$ cat src/rtl/hazard_stall_ctrl.sv
// Decode-stage hazard controller: tracks in-flight destinations and Tnew,
// and derives the D-stage stall, rs/rt forwarding selects and the mult/div busy interval.
module hazard_stall_ctrl #(
    parameter int STAGES      = 3,
    parameter int TNEW_W      = 2,
    parameter int MULT_CYCLES = 5,
    parameter int DIV_CYCLES  = 10,
    parameter int SEL_W       = $clog2(STAGES + 1)
) (
    input  logic              clk,
    input  logic              reset,
    input  logic              d_valid,
    input  logic [4:0]        d_rs_addr,
    input  logic [4:0]        d_rt_addr,
    input  logic [TNEW_W-1:0] d_rs_tuse,
    input  logic [TNEW_W-1:0] d_rt_tuse,
    input  logic [4:0]        d_dst_addr,
    input  logic [TNEW_W-1:0] d_tnew,
    input  logic [1:0]        d_md_op,
    output logic              stall,
    output logic [SEL_W-1:0]  fwd_rs_sel,
    output logic [SEL_W-1:0]  fwd_rt_sel,
    output logic              md_busy
);

    localparam int MD_MAX = (MULT_CYCLES > DIV_CYCLES) ? MULT_CYCLES : DIV_CYCLES;
    localparam int MD_W   = $clog2(MD_MAX + 1);

    logic              valid_q [1:STAGES];
    logic [4:0]        dst_q   [1:STAGES];
    logic [TNEW_W-1:0] tnew_q  [1:STAGES];
    logic [MD_W-1:0]   md_cnt;

    logic              rs_hit, rt_hit;
    logic [TNEW_W-1:0] rs_tnew, rt_tnew;
    logic [SEL_W-1:0]  rs_k, rt_k;
    logic              data_stall, md_stall, issue;

    // Walk from the oldest entry to the youngest so the nearest match is the one left standing.
    always_comb begin
        rs_hit  = 1'b0;
        rs_tnew = '0;
        rs_k    = '0;
        rt_hit  = 1'b0;
        rt_tnew = '0;
        rt_k    = '0;
        if (d_rs_tuse != '1 && d_rs_addr != 5'd0) begin
            for (int k = STAGES; k >= 1; k--) begin
                if (valid_q[k] && dst_q[k] == d_rs_addr) begin
                    rs_hit  = 1'b1;
                    rs_tnew = tnew_q[k];
                    rs_k    = SEL_W'(k);
                end
            end
        end
        if (d_rt_tuse != '1 && d_rt_addr != 5'd0) begin
            for (int k = STAGES; k >= 1; k--) begin
                if (valid_q[k] && dst_q[k] == d_rt_addr) begin
                    rt_hit  = 1'b1;
                    rt_tnew = tnew_q[k];
                    rt_k    = SEL_W'(k);
                end
            end
        end
    end

    assign data_stall = d_valid && ((rs_hit && rs_tnew > d_rs_tuse) ||
                                    (rt_hit && rt_tnew > d_rt_tuse));
    assign md_busy    = (md_cnt != '0);
    assign md_stall   = d_valid && (d_md_op != 2'b00) && md_busy;
    assign stall      = data_stall || md_stall;
    assign issue      = d_valid && !stall;
    assign fwd_rs_sel = (rs_hit && rs_tnew == '0) ? rs_k : '0;
    assign fwd_rt_sel = (rt_hit && rt_tnew == '0) ? rt_k : '0;

    // A stalled or empty D slot enters entry 1 as a bubble; older entries age by one cycle.
    always_ff @(posedge clk or posedge reset) begin
        if (reset) begin
            for (int k = 1; k <= STAGES; k++) begin
                valid_q[k] <= 1'b0;
                dst_q[k]   <= 5'd0;
                tnew_q[k]  <= '0;
            end
        end else begin
            valid_q[1] <= issue;
            dst_q[1]   <= issue ? d_dst_addr : 5'd0;
            tnew_q[1]  <= issue ? d_tnew : '0;
            for (int k = 2; k <= STAGES; k++) begin
                valid_q[k] <= valid_q[k-1];
                dst_q[k]   <= dst_q[k-1];
                tnew_q[k]  <= (tnew_q[k-1] == '0) ? '0 : tnew_q[k-1] - TNEW_W'(1);
            end
        end
    end

    always_ff @(posedge clk or posedge reset) begin
        if (reset) begin
            md_cnt <= '0;
        end else if (issue && d_md_op == 2'b01) begin
            md_cnt <= MD_W'(MULT_CYCLES);
        end else if (issue && d_md_op == 2'b10) begin
            md_cnt <= MD_W'(DIV_CYCLES);
        end else if (md_cnt != '0) begin
            md_cnt <= md_cnt - MD_W'(1);
        end
    end

endmodule

$ cat config.mk
export PLATFORM = sky130hd
export DESIGN_NAME = hazard_stall_ctrl
export DESIGN_NICKNAME = d
export VERILOG_FILES = /design/src/rtl/hazard_stall_ctrl.sv
export SDC_FILE = /design/constraint.sdc
export NUM_CORES = 1
export LEC_CHECK = 0
export ABC_CLOCK_PERIOD_IN_PS = 4019
export BUFFER_PORTS_ARGS = -buffer_cell sky130_fd_sc_hd__buf_2
export CAP_MARGIN = 0
export CELL_PAD_IN_SITES_DETAIL_PLACEMENT = 2
export CELL_PAD_IN_SITES_GLOBAL_PLACEMENT = 2
export CORE_MARGIN = 2
export CORE_UTILIZATION = 37
export DETAILED_ROUTE_END_ITERATION = 12
export PLACE_DENSITY_LB_ADDON = 0.1
export RECOVER_POWER = 50
export SLEW_MARGIN = 10
export SYNTH_ARGS = -nofsm -noshare
export SYNTH_HDL_FRONTEND = slang
export SYNTH_SLANG_ARGS = --single-unit
$ cat constraint.sdc
create_clock -name clk -period 4.02 [get_ports clk]
set_input_delay 0.603 -clock clk [delete_from_list [all_inputs] [get_ports clk]]
set_output_delay 0.603 -clock clk [all_outputs]
set_load 0.03 [all_outputs]
==> flow_summary.ini <==
[run_status]
status = complete, no violations

[synth]
synth_compound_area_share_pct = 14.0
synthDominantCellAreaShare_pct = 38.5
synthMostInstantiatedCell = dfrtp_1
synth_xor_area_share_pct = 14.9
yosys-top-cells-area = dfrtp_1, xnor2_1, xor2_1
yosysSeqAreaShare_pct = 38.5
syn_nets = 218
syn_area_per_cell_sq_um = 9.77
muxShareOfSynthArea_pct = 0
netlist_area_sq_um = 1820
synth-adder-area-share_pct = 4.13
synth-edff-count = 0
synthArstFlopShare_pct = 100
synth-simple-area-share_pct = 24.5
ys.flop_type = dfrtp_1
yosys.area.top_type = dfrtp_1
ys_ff_latch = 28
synth_common_cells = dfrtp_1, xnor2_1, inv_1, nor2_1
yosysUniqueCellTypes = 37
synth_warnings = 0
synth_top_family_by_area = simple AND/OR/NAND/NOR gates
syn-instance-count = 186

[routing]
routed_wl_mm = 5.13
route.detailed.drc = 0
drtIter0Drc = 49
top_layer = met4
wl_met2_mm = 2.70
ant_nets = 0
wl_met3_um = 137
drt-met1-wl_mm = 2.19
vias = 1501
avgRoutedWirePerCell_um = 17.9
vias_per_cell = 5.23
dr.pass1.iters = 4

[sta]
maxClockFrequency_mhz = 272
period_share_pct = 91.5
hold_violations = 0
rsz0062_at_grt = false
slew_viol_final = 0
setup_violations = 0
fin_crit_ps = 3680
slew_headroom_pct = 26.9
fin_skew_ps = 13.2
finalSetupTns_ps = 0
worst_pin_slew_ps = 1100

[pwr]
powerDensity_nw_per_um2 = 409
p_leak_nw = 0.966
worst_ir_drop_vdd_uv = 251
p_total_mw = 0.869

[setup_path]
worstPathMaxFanout = 7
max_stage_delay_ps = 400
cp.arrival_ps = 3070
reg2reg_slack_ps = 970
cp_cell_sequence = buf_2, xnor2_1, nand4_1, or2_2, a31oi_1, nor2b_1, ha_1, a211oi_2, o31ai_4, a31oi_1, buf_2
rr_startpoint = dst_q[14]
cp.required_ps = 3420
worstSetupEndpointType = output port
cp_slowest_cell = or2_2
critPathLaunchType = primary input
cp-startpoint = d_rt_addr[4]
path_class = in -> out

[cells_and_area]
nets = 253
num_antenna_cells = 0
multi_input_area_sq_um = 1050
fillers = 537
drive_above_1_share_pct = 21.8
syn2layout_area_growth_pct = 16.9
seq_area_sq_um = 701

[clock_tree]
cts_max_level = 1
postCtsResizedCells = 0
max-clock-path-buffers = 2
clkSlewWorstSetupHoldPaths_ps = 110
clk_latency_ps = 280
postCtsHoldBufs = 0
cts_root_buffer = clkbuf_8
numCtsBuffers = 3
cts_setup_buffers = 0
clock_sinks = 28
cts_tree = done

[floorplan]
core-area_sq_um = 4720
die_area_sq_um = 5490
initial_core_util_pct = 38.5
num_rows = 25
die_x_um = 74.1
ioPinCount = 32
fp.dieH_um = 74.1

[global_route]
grt_start_max_net_pins = 29
groute.usage.overall_pct = 20.7
antenna_found_initial = 0
grt_pass1_wl_mm = 8.56
first_global_vias = 1744
overflow = 0

[worst_hold_path]
hold_class = reg -> reg
min-delay-start = valid_q[2]

[place]
place_congestion = 0.823
post-dp-hpwl_mm = 4.24
portBuffers = 31

[run]
drv_cap = 0
==> cell usage in the layout (no fill, tap or decap), drive strengths merged, types with 3 or more instances in the layout <==
master / Yosys / final
buf: 0 / 31
dfrtp: 28 / 28
xnor2: 22 / 22
inv: 18 / 18
nor2: 11 / 11
nand2: 9 / 9
xor2: 9 / 9
and2: 9 / 9
nor3: 8 / 8
nand4: 8 / 8
a21oi: 7 / 7
nor2b: 7 / 7
ha: 6 / 6
a31oi: 5 / 5
nand3: 4 / 4
o2111ai: 4 / 4
and3: 3 / 3
clkbuf: 1 / 3
nor4: 3 / 3
o21ai: 3 / 3
a211oi: 3 / 3
==> logic make-up (layout without fill, tap and decap cells) <==
family | after synthesis | count (layout)
and+or+nand+nor | 72 | 72
DFF | 28 | 28
adders and majority gates | 6 | 6
xor gates and xnor gates | 31 | 31
AOI/OAI and AO/OA | 30 | 30
buffers and inverters | 19 | 53
==> flip-flops by register name, summed over array words and instances (netlist names) <==
signal,flops
valid_q,3
tnew_q,6
md_cnt,4
dst_q,15
==> area by class of cell <==
type / instances / share of cell area (%)
Clock buffer: 3 / 1.94
Multi-Input combinational cell: 139 / 49.2
Sequential cell: 28 / 33.0
Tap cell: 67 / 3.95
Timing Repair Buffer: 31 / 7.30
Clock inverter: 1 / 1.41
Inverter: 18 / 3.18
==> power breakdown <==
part           total (mW)  leakage (nW)  internal, mW  switching, mW
sequential          0.374         0.375         0.325         0.0491
combinational       0.268         0.555         0.111          0.157
clock               0.226        0.0357         0.134         0.0929
total               0.869         0.966         0.570          0.299
==> path summary, 6_finish.rpt <==
check                             endpoint  cells past startpoint
worst max-delay path                 stall                     11
worst min-delay path            valid_q[1]                      0
worst max register to register   md_cnt[1]                     10
worst min register to register  valid_q[1]                      0
max in group asynchronous        md_cnt[3]                      2
min in group asynchronous        dst_q[10]                      2
==> layer usage <==
| metal | track usage, % | vias up |
|---|---|---|
| li1 | - | 720 |
| met1 | 25.4 | 745 |
| met2 | 37.8 | 29 |
| met3 | 2.71 | 7 |
| met4 | 6.26 | 0 |
| met5 | 0 | - |
==> worst max-delay path, delay by kind of cell <==
| family | cells | cell delay [ps] |
|---|---|---|
| XOR/XNOR | 1 | 180 |
| adder cells (fa/ha/maj) | 1 | 260 |
| AO/OA/AOI/OAI | 4 | 860 |
| AND/OR/NAND/NOR | 3 | 800 |
| buffers and inverters | 2 | 370 |
==> stage by stage <==
step                area (sq um)  worst slack [ps]  cells  hold slack (ps)  util [%]
floorplan                   1820               597    186              374         -
global placement            2050               394    283              397      43.5
detailed placement          2050               314    283              407      43.5
CTS                         2120               290    287              449      45.0
global route                2120               137    287              458      45.0
finish                      2120               343    287              448      45.0
Note: power is estimated with default switching activity, not from simulation.
